$ cat config.mk
export PLATFORM = sky130hd
export DESIGN_NAME = joypad_responder
export DESIGN_NICKNAME = d
export VERILOG_FILES = /design/src/rtl/jp_pkg.sv /design/src/rtl/jp_sync_filter.sv /design/src/rtl/joypad_responder.sv
export SDC_FILE = /design/constraint.sdc
export NUM_CORES = 1
export LEC_CHECK = 0
export ABC_CLOCK_PERIOD_IN_PS = 4300
export CAP_MARGIN = 20
export CORE_MARGIN = 2
export CORE_UTILIZATION = 40
export DETAILED_ROUTE_END_ITERATION = 12
export GPL_ROUTABILITY_DRIVEN = 0
export PLACE_DENSITY = 0.66
export SYNTH_ARGS = -nofsm -noshare
export SYNTH_HDL_FRONTEND = slang
export SYNTH_SLANG_ARGS = --single-unit
$ cat constraint.sdc
create_clock -name clk_in -period 4.3 [get_ports clk_in]
set_input_delay 0.43 -clock clk_in [delete_from_list [all_inputs] [get_ports clk_in]]
set_output_delay 0.43 -clock clk_in [all_outputs]
set_load 0.02 [all_outputs]
$ cat src/rtl/jp_pkg.sv
// rtl/jp_pkg.sv - joypad responder shared constants and FSM encoding
package jp_pkg;

  localparam int JP_BTN_A      = 0;
  localparam int JP_BTN_B      = 1;
  localparam int JP_BTN_SELECT = 2;
  localparam int JP_BTN_START  = 3;
  localparam int JP_BTN_UP     = 4;
  localparam int JP_BTN_DOWN   = 5;
  localparam int JP_BTN_LEFT   = 6;
  localparam int JP_BTN_RIGHT  = 7;
  localparam int JP_NUM_BTNS   = 8;

  typedef enum logic [1:0] {
    JP_LOAD  = 2'd0,
    JP_SHIFT = 2'd1,
    JP_EMPTY = 2'd2
  } jp_state_t;

endpackage

$ cat src/rtl/jp_sync_filter.sv
// rtl/jp_sync_filter.sv - one-bit pin synchronizer followed by a level filter
module jp_sync_filter #(
  parameter int SYNC_STAGES = 2,
  parameter int FILTER_LEN  = 4
) (
  input  logic clk_in,
  input  logic nres_in,
  input  logic pin,
  output logic filtered
);

  logic [SYNC_STAGES-1:0] sync_q;
  logic [3:0]             cnt_q;
  logic                   sync_bit;

  assign sync_bit = sync_q[SYNC_STAGES-1];

  // The output follows the synchronized level only after FILTER_LEN equal samples in a row.
  always_ff @(posedge clk_in) begin
    if (!nres_in) begin
      sync_q   <= '0;
      cnt_q    <= '0;
      filtered <= 1'b0;
    end else begin
      sync_q <= {sync_q[SYNC_STAGES-2:0], pin};
      if (sync_bit != filtered) begin
        if (cnt_q == 4'(FILTER_LEN - 1)) begin
          filtered <= sync_bit;
          cnt_q    <= '0;
        end else begin
          cnt_q <= cnt_q + 4'd1;
        end
      end else begin
        cnt_q <= '0;
      end
    end
  end

endmodule

$ cat src/rtl/joypad_responder.sv
// rtl/joypad_responder.sv - serial joypad responder answering console latch/clock polls
module joypad_responder
  import jp_pkg::*;
#(
  parameter int SYNC_STAGES = 2,
  parameter int FILTER_LEN  = 4
) (
  input  logic       clk_in,
  input  logic       nres_in,
  input  logic       jp_latch_in,
  input  logic       jp_clk_in,
  input  logic [7:0] buttons_in,
  output logic       jp_data_out,
  output logic       poll_out,
  output logic [3:0] bit_idx_out
);

  localparam logic [3:0] IDX_FULL = 4'(JP_NUM_BTNS);

  logic latch_f, latch_d, clk_f, clk_d;
  logic latch_fall, clk_rise;

  jp_state_t              state_q, state_d;
  logic [JP_NUM_BTNS-1:0] shreg_q, shreg_d;
  logic [3:0]             idx_d;
  logic                   data_d, poll_d;

  jp_sync_filter #(.SYNC_STAGES(SYNC_STAGES), .FILTER_LEN(FILTER_LEN)) u_latch_filt (
    .clk_in   (clk_in),
    .nres_in  (nres_in),
    .pin      (jp_latch_in),
    .filtered (latch_f)
  );

  jp_sync_filter #(.SYNC_STAGES(SYNC_STAGES), .FILTER_LEN(FILTER_LEN)) u_clk_filt (
    .clk_in   (clk_in),
    .nres_in  (nres_in),
    .pin      (jp_clk_in),
    .filtered (clk_f)
  );

  assign latch_fall = latch_d & ~latch_f;
  assign clk_rise   = clk_f & ~clk_d;

  always_comb begin
    state_d = state_q;
    shreg_d = shreg_q;
    idx_d   = bit_idx_out;
    data_d  = jp_data_out;
    poll_d  = 1'b0;
    // Latch level overrides everything, including a clock edge in the same cycle.
    if (latch_f) begin
      state_d = JP_LOAD;
      shreg_d = buttons_in;
      idx_d   = 4'd0;
      data_d  = ~buttons_in[JP_BTN_A];
    end else begin
      case (state_q)
        JP_LOAD: begin
          if (latch_fall) begin
            state_d = JP_SHIFT;
            poll_d  = 1'b1;
          end
        end
        JP_SHIFT: begin
          // bit_idx_out at 8 in SHIFT is the post-reset idle state: edges ignored.
          if (clk_rise && bit_idx_out != IDX_FULL) begin
            shreg_d = {1'b0, shreg_q[JP_NUM_BTNS-1:1]};
            idx_d   = bit_idx_out + 4'd1;
            if (bit_idx_out == IDX_FULL - 4'd1) begin
              state_d = JP_EMPTY;
              data_d  = 1'b0;
            end else begin
              data_d = ~shreg_q[1];
            end
          end
        end
        JP_EMPTY: begin
          data_d = 1'b0;
        end
        default: begin
          state_d = JP_SHIFT;
          idx_d   = IDX_FULL;
          data_d  = 1'b1;
        end
      endcase
    end
  end

  always_ff @(posedge clk_in) begin
    if (!nres_in) begin
      state_q     <= JP_SHIFT;
      shreg_q     <= '0;
      bit_idx_out <= IDX_FULL;
      jp_data_out <= 1'b1;
      poll_out    <= 1'b0;
      latch_d     <= 1'b0;
      clk_d       <= 1'b0;
    end else begin
      state_q     <= state_d;
      shreg_q     <= shreg_d;
      bit_idx_out <= idx_d;
      jp_data_out <= data_d;
      poll_out    <= poll_d;
      latch_d     <= latch_f;
      clk_d       <= clk_f;
    end
  end

endmodule
**Yosys cells after proc, flatten, opt, wreduce, memory -nomap -nowiden**

Index checks and enable logic that the tools add are counted.

- Flip-flop bits (word level): 32
- Logic and storage cells: 80
- Input port bits: 12

- $add $sub $neg: 3
- Equality and inequality tests: 17
- Reductions and logical operators: 17
- Muxes and demuxes: 16
- Bitwise operators: 12

Operators by type and width:

| cell | count |
|---|---|
| $mux W8 | 3 |
| $add A4 B1 Y4 const B | 3 |
| $reduce_and A2 Y1 | 6 |
| $not A1 Y1 | 10 |
| $ne A3 B2 Y1 const B | 3 |
| $reduce_or A3 Y1 | 3 |
| $eq A4 B2 Y1 const B | 2 |
| $mux W4 | 2 |
| $pmux W4 S2 | 1 |
| $reduce_and A4 Y1 | 2 |
| $mux W2 | 3 |
| $ne A2 B1 Y1 const B | 3 |
| $ne A2 B2 Y1 const B | 3 |
| $pmux W2 S3 | 1 |
| $mux W1 | 5 |
| $eq A4 B3 Y1 const B | 1 |
| $ne A4 B4 Y1 const B | 1 |
| $reduce_bool A2 Y1 | 2 |
| $reduce_or A2 Y1 | 2 |
| $pmux W1 S3 | 1 |
| $and A1 B1 Y1 | 2 |
| $eq A2 B1 Y1 const B | 1 |
| $eq A2 B2 Y1 const B | 1 |
| $logic_not A2 Y1 | 1 |
| other kinds (2) | 3 |

**Longest topological paths before layout**

Gate-level depths: netlist of the first run.

- Depth after elaboration: 6
- Mapped depth: 7
- Mapped depth without buffers: 6

**Hierarchy**

A second synthesis of the first run with hierarchy kept.

- Cells, all modules: 132
- Area total of the unflattened synthesis: 1,346.3 um^2

Modules (own cells, without submodules):

| module | seq. area each (um^2) | times used | cells each | area an instance (um^2) |
|---|---|---|---|---|
| joypad_responder | 340.3 | 1 | 86 | 855.8 |
| jp_sync_filter | 140.1 | 2 | 23 | 245.2 |

**Worst setup path before layout of the first run**

No wires, ideal clock.

- Path type: register -> register
- From: reg bit_idx_out[0]
- To: reg bit_idx_out[2]
- Slack: 2.750 ns
- Buffers on the path: 0
- Cell stages (with the launch flop): 7
- Arrival time: 1.480 ns
- Library setup time: 0.070 ns
- Cell sequence: dfxtp_1 -> inv_1 -> ha_1 -> nand3b_2 -> nand4_4 -> or3b_1 -> a21oi_1

- Word-level cells in the longest chain between the ends: 4

RTL lines:

| item | line | text |
|---|---|---|
| start: declaration | joypad_responder.sv:15 | `output logic [3:0] bit_idx_out` |
| start signal: assignment | joypad_responder.sv:102 | `bit_idx_out <= idx_d;` |
| branches (longest 4 deep; another with $add A4 B1 Y4) | -- |  |

Several ways; the timed one is not identified. The select of a mux whose other input is x is not followed.
A chain may end at the register's enable or synchronous reset.

**Final worst setup path of the first run**

- From: reg bit_idx_out[3]
- To: out bit_idx_out[3]

No word-level cell between the ends.

==> qor.tcl, run 1 <==
set qor(worstSetupEndpointType) {output port}
set qor(syn_area_um2) 1290
set qor(num-nets-final) 171
set qor(timing.rr.start) {bit_idx_out[0]}
set qor(cts.reportedPaths.clkPinSlew_ns) 0.10
set qor(yosysWarningCount) 0
set qor(min_path_type) {reg2reg}
set qor(fp.dieArea_um2) 3690
set qor(setup.worst_path.class) {reg2out}
set qor(synth_simple_gate_area_frac) 0.194
set qor(placedCellCount) 192
set qor(clock_insertion_delay_worst_skew_ns) 0.33
set qor(dpl.hpwl_um) 1620
set qor(cts-hold-fix-buffers) 0
set qor(antenna_diode_instance_count) 0
set qor(final.setup_skew_ns) 0.00891
set qor(timing.final.setup_violations) 0
set qor(post_cts.repair.setup_buffers) 0
set qor(setup.worst_path.start_class) {register}
set qor(p_per_area_nw_per_um2) 346
set qor(muxShareOfSynthArea) 0.0466
set qor(reg2regPathDepth) 6
set qor(finish.cell_count_without_fillers) 200
set qor(complex_gate_fraction_of_the_synthesized_area) 0.147
set qor(avgSynthCellArea_um2) 9.48
set qor(core_um2) 3050
set qor(finalHoldViolations) 0
set qor(yosysTopAreaCell) {dfxtp_1}
set qor(finalCriticalPeriod_ns) 1.91
set qor(synth_top_cells_by_area) {dfxtp_1 48%, mux2i_1 4.7%, ha_1 3.9%}
set qor(start_util) 0.422
set qor(antenna_found_initial) 0
set qor(tritoncts.num_buffers) 5
set qor(maximum_fanout_along_the_worst_path) 7
set qor(netlist_instances) 136
set qor(cts.htree.levels) 2
set qor(final_wl_um) 2260
set qor(vias) 974
set qor(post_drt_wl_per_cell_um) 11.3
set qor(synth_top_area_share) 0.482
set qor(cts_root_buf) {clkbuf_4}
set qor(cp.buffers_inverters) 1
set qor(synth-adder-area-share) 0.0388
set qor(worst_slew_margin_rel) 0.577
set qor(routed_via_density) 4.87
set qor(floorplan.die.height_um) 60.8
set qor(worst-endpoint-required_ns) 3.87
set qor(holdCritStartpoint) {u_clk_filt.sync_q[0]}
set qor(ys_seq_elements) 31
set qor(critPathArrivalTime_ns) 1.48
set qor(synthDistinctLibCells) 34
set qor(areaGrowthSynthToFinish_pct) 22.0
set qor(buffer_ports.inserted) 17
set qor(layout_utilization) 0.515
set qor(drt_first_pass_iters) 4
set qor(largest_family_of_logic_cells_by_synthesized_area) {simple AND/OR/NAND/NOR gates}
set qor(post_cts_resize_count) 0
set qor(layout.cells.most_common_list) {31 x dfxtp_1, 17 x clkdlybuf4s50_1, 11 x nor2_1}
set qor(grt_max_degree) 23
set qor(worst_r2r_endpoint) {bit_idx_out[2]}
set qor(leakage_uw) 0.000636
set qor(maxClockFrequency_ghz) 0.523
set qor(outcome) {finished, final reports clean}
set qor(synthesis.nets) 152
set qor(cts.sinks) 31
set qor(commonest_non_fill_non_tap_cell_in_the_layout) {dfxtp_1}
set qor(worstMarginPinSlew_ns) 0.632
set qor(first_global_vias) 868
set qor(drc_errors) 0
set qor(io_pins) 18
set qor(fin_tns_setup_ns) 0
set qor(cts_tree) {built}
set qor(crit_chain) {clkdlybuf4s50_1}
set qor(critical_path.top_delay_family) {buffers and inverters}
set qor(drt_first_iter_violations) 32
set qor(layout-drive-gt1-share) 0.0769
set qor(hold_path_depth) 1
set qor(totalPowerFinal_uw) 544
set qor(placement_rows) 20
set qor(timing.max_cap.violations) 0
set qor(unrepaired_setup_endpoints_after_global_routing) {no}
set qor(global_route.overflow_total) 0
set qor(yosys.area_share.xor_xnor) 0.0476
set qor(critical-path-max-stage-delay_ns) 0.66
set qor(track_usage) 0.147
set qor(die_width_um) 60.8
set qor(max-clock-path-buffers) 2
set qor(critical_path.slowest_cell) {clkdlybuf4s50_1}
set qor(antenna_left) 0
set qor(whs_endpoint) {u_clk_filt.sync_q[1]}
set qor(vdd_ir_drop_max_mv) 0.202
set qor(final-max-slew-violation-count) 0
set qor(regToRegSetupSlack_ns) 2.58
set qor(ratio_of_final_minimum_period_to_clock_period) 0.444
set qor(yosysSeqAreaShare) 0.482
set qor(grt_pass1_wl_um) 3820
==> kinds of logic after synthesis <==
| kind of cell | Yosys count |
|---|---|
| buf+inv | 13 |
| xor+xnor | 7 |
| fa+ha+maj | 4 |
| simple gates | 45 |
| mux | 6 |
| flops | 31 |
| compound gates | 30 |
==> worst max path at each step <==
| stage | from | to | slack, ns | cells past startpoint |
|---|---|---|---|---|
| floorplan | bit_idx_out[0] | bit_idx_out[2] | 2.75 | 6 |
| global placement | nres_in | bit_idx_out[0] | 2.23 | 4 |
| detailed placement | nres_in | bit_idx_out[0] | 2.14 | 4 |
| CTS | bit_idx_out[3] | bit_idx_out[3] | 2.36 | 1 |
| global route | bit_idx_out[3] | bit_idx_out[3] | 2.32 | 1 |
| finish | bit_idx_out[3] | bit_idx_out[3] | 2.39 | 1 |
==> routing by layer <==
metal,routed length (um),GRT usage,vias up
met3,116,0.0725,5
met4,29,0.0839,0
li1,-,-,512
met2,1050,0.224,18
met1,1060,0.166,439
met5,0,0,-
==> synthesized netlist by cell type (all sizes together) <==
cell and number:
and3b 1, nand2 10, dfxtp 31, o31ai 2
a21boi 3, o32ai 1, o21a 1, buf 2
clkbuf 3, a31oi 2, xor2 4, o221ai 1
o211ai 1, and4 1, nand3b 1, nor2b 1
o21ai 7, or3b 1, a21oi 9, a311oi 2
or3 2, nand3 8, ha 4, nor3 1
mux2i 6, inv 8, o2bb2ai 1, nand4 1
xnor2 3, nor2 11, and2 6, and2b 1
==> power breakdown <==
part	total, uW	switching [uW]	leakage, uW	internal, uW
Clock	235	98.2	0.0000482	137
Sequential	290	1.08	0.000251	289
Combinational	18.2	6.72	0.000337	11.5
Total	544	106	0.000636	438
==> flip-flops by register name, indices dropped and copies added, names as in the netlist, 2 cells and up <==
name / count
bit_idx_out: 4
shreg_q: 7
state_q: 2
u_clk_filt.cnt_q: 4
u_clk_filt.sync_q: 2
u_latch_filt.cnt_q: 4
u_latch_filt.sync_q: 2
==> through the flow <==
step                      worst slack (ns)  hold WS [ns]  instance area, um2
final                                 2.39         0.438                1570
after global routing                  2.32         0.475                1570
after CTS                             2.36         0.442                1570
after detailed placement              2.14         0.420                1490
after global placement                2.23         0.416                1490
after floorplan                       2.75         0.412                1290
==> area by class of cell <==
type	instances	area, um2
Inverter	8	30.0
Tap cell	44	55.1
Multi-Input combinational cell	92	611
Timing Repair Buffer	17	170
Fill cell	292	1480
Sequential cell	31	621
Clock inverter	2	35.0
Clock buffer	6	51.3
No activity file was read; power rests on OpenSTA's default activity.
==> run 2: changes to the inputs <==
--- a/config.mk
+++ b/config.mk
@@ -5,7 +5,7 @@
 export SDC_FILE = /design/constraint.sdc
 export NUM_CORES = 1
 export LEC_CHECK = 0
-export ABC_CLOCK_PERIOD_IN_PS = 4300
+export ABC_CLOCK_PERIOD_IN_PS = 1900
 export CAP_MARGIN = 20
 export CORE_MARGIN = 2
 export CORE_UTILIZATION = 40
==> constraint.sdc (replaced) <==
create_clock -name clk_in -period 1.9 [get_ports clk_in]
set_input_delay 0.19 -clock clk_in [delete_from_list [all_inputs] [get_ports clk_in]]
set_output_delay 0.19 -clock clk_in [all_outputs]
set_load 0.02 [all_outputs]
==> run 2 against run 1 <==
- sequential power up 130%
- combinational power grew 130%
- hold slack worse by 0.012 ns
- register-to-register slack got worse by 2.4 ns
- flip-flop and latch count stayed put
- die area unchanged
- critical path type is now reg2reg
- routed wire length shrank 1.9%
- highest routed layer unchanged
==> qor.tcl, run 2 (synthesized netlist as in run 1, its figures left out) <==
set qor(fp.dieArea_um2) 3690 ;# unchanged
set qor(largest_register) {shreg_q} ;# unchanged
set qor(worstSetupEndpointType) {register} ;# was output port
set qor(critPathArrivalTime_ns) 1.98 ;# was 1.48 ns
set qor(worst-endpoint-required_ns) 2.16 ;# was 3.87 ns
set qor(routed_via_density) 4.88 ;# was 4.87
set qor(drt_first_pass_iters) 4 ;# unchanged
set qor(unrepaired_setup_endpoints_after_global_routing) {no} ;# unchanged
set qor(setup.worst_path.class) {reg2reg} ;# was reg2out
set qor(drt_first_iter_violations) 30 ;# was 32
set qor(p_per_area_nw_per_um2) 679 ;# was 346 nW/um2
set qor(maxClockFrequency_ghz) 0.582
set qor(n_fill_cell) 315 ;# was 292
set qor(seqCellArea_um2) 621 ;# unchanged
set qor(vias) 985 ;# was 974
set qor(cts.sinks) 31 ;# unchanged
set qor(maximum_fanout_along_the_worst_path) 13 ;# was 7
set qor(multi_input_comb_area_um2) 611 ;# unchanged
set qor(num-nets-final) 173 ;# was 171
set qor(start_util) 0.422 ;# unchanged
set qor(leakage_uw) 0.000626 ;# was 0.000636 uW
set qor(ratio_of_final_minimum_period_to_clock_period) 0.904
set qor(grt_max_degree) 15 ;# was 23
set qor(power.clock.fraction) 0.336 ;# was 0.433
set qor(final_wl_um) 2220 ;# was 2260 um
set qor(final-max-slew-violation-count) 0 ;# unchanged
set qor(antenna_found_initial) 0 ;# unchanged
set qor(areaGrowthSynthToFinish_pct) 20.4 ;# was 22.0%
set qor(min_path_type) {in2reg} ;# was reg2reg
set qor(internal_power_uw) 826 ;# was 438 uW
set qor(drc_errors) 0 ;# unchanged
set qor(outcome) {finished, final reports clean} ;# unchanged
set qor(antenna_left) 0 ;# unchanged
set qor(setup.worst_path.start_class) {register} ;# unchanged
set qor(seq_power_share) 0.624 ;# was 0.534
set qor(timing.final.setup_violations) 0 ;# unchanged
set qor(layout_utilization) 0.508 ;# was 0.515
set qor(post_cts_resize_count) 0 ;# unchanged
set qor(antenna_diode_instance_count) 0 ;# unchanged
set qor(cts.reportedPaths.clkPinSlew_ns) 0.09 ;# was 0.10 ns
set qor(post_drt_wl_per_cell_um) 11.0 ;# was 11.3 um
set qor(io_pins) 18 ;# unchanged
set qor(power_switching_share) 0.216 ;# was 0.195
set qor(track_usage) 0.143 ;# was 0.147
set qor(die_width_um) 60.8 ;# unchanged
set qor(cts_tree) {built} ;# unchanged
set qor(grt_pass1_wl_um) 3770 ;# was 3820 um
set qor(placement_rows) 20 ;# unchanged
set qor(clock_insertion_delay_worst_skew_ns) 0.33 ;# about the same
set qor(tritoncts.num_buffers) 5 ;# unchanged
set qor(worstMarginPinSlew_ns) 0.325 ;# was 0.632 ns
set qor(finalHoldViolations) 0 ;# unchanged
set qor(buffer_ports.inserted) 17 ;# unchanged
set qor(cts-hold-fix-buffers) 0 ;# unchanged
set qor(first_global_vias) 884 ;# was 868
set qor(final.setup_skew_ns) 0.00861 ;# was 0.00891 ns
set qor(floorplan.die.height_um) 60.8 ;# unchanged
set qor(global_route.overflow_total) 0 ;# unchanged
set qor(power.switching_uw) 228 ;# was 106 uW
set qor(fin_tns_setup_ns) 0 ;# unchanged
set qor(max-clock-path-buffers) 2 ;# unchanged
set qor(post_cts.repair.setup_buffers) 0 ;# unchanged
set qor(finalCriticalPeriod_ns) 1.72
set qor(layout-drive-gt1-share) 0.0759 ;# was 0.0769
set qor(dpl.hpwl_um) 1660 ;# was 1620 um
set qor(cts.htree.levels) 2 ;# unchanged
set qor(largest_reg_flops) 7 ;# unchanged
set qor(power.combinational.fraction) 0.040 ;# was 0.033
set qor(cts_root_buf) {clkbuf_4} ;# unchanged
set qor(timing.max_cap.violations) 0 ;# unchanged
set qor(core_um2) 3050 ;# unchanged
set qor(layout.cells.most_common_list) {31 x dfxtp_1, 17 x clkdlybuf4s50_1, 11 x nor2_1} ;# unchanged
set qor(worst_slew_margin_rel) 0.782 ;# was 0.577
set qor(vdd_ir_drop_max_mv) 0.455 ;# was 0.202 mV
set qor(commonest_non_fill_non_tap_cell_in_the_layout) {dfxtp_1} ;# unchanged
[run 2: stage by stage]
step	worst slack, ns	hold slack [ns]	std cells	total power (uW)	area [um2]
6_report	0.183	0.425	202	1050	1550
5_1_grt	0.104	0.409	202	1110	1550
4_1_cts	0.177	0.412	202	1070	1550
3_5_place_dp	0.206	0.424	194	715	1500
3_3_place_gp	0.298	0.420	194	714	1500
2_1_floorplan	0.350	0.307	136	687	1290
[run 2: per-layer routing]
layer | track usage | wire length, um
met5 | 0 | 0
met4 | 0.0652 | 43
met3 | 0.0704 | 117
met2 | 0.230 | 1060
met1 | 0.159 | 999
[run 2: path summary, 6_finish.rpt]
kind,startpoint,end,slack (ns),cells after the start
setup / recovery,bit_idx_out[0],bit_idx_out[2],0.18,6
hold / removal,buttons_in[3],shreg_q[3],0.43,2
setup reg to reg,bit_idx_out[0],bit_idx_out[2],0.18,6
hold reg to reg,u_clk_filt.sync_q[0],u_clk_filt.sync_q[1],0.45,1
[run 2: layout make-up]
class	instances	share of cell area
inverter	8	0.0194
timing repair buffer	19	0.119
clock inverter	1	0.00323
clock buffer	7	0.0290
multi-input combinational	92	0.394
tap	44	0.0355
sequential	31	0.400
[run 2: power by group through the flow]
| stage | Combinational (uW) | Sequential, uW | Clock [uW] |
|---|---|---|---|
| after global routing | 46.9 | 658 | 407 |
| after global placement | 42.2 | 672 | 0 |
| after CTS | 42.9 | 657 | 369 |
| after detailed placement | 42.7 | 672 | 0 |
| final | 42.2 | 657 | 354 |
| after floorplan | 15.6 | 672 | 0 |
[run 2: critical path, cell delays in order (launching register included)]
cell	delay, ns
dfxtp_1	0.41
inv_1	0.08
ha_1	0.21
nand3b_2	0.14
nand4_4	0.25
or3b_1	0.44
a21oi_1	0.12
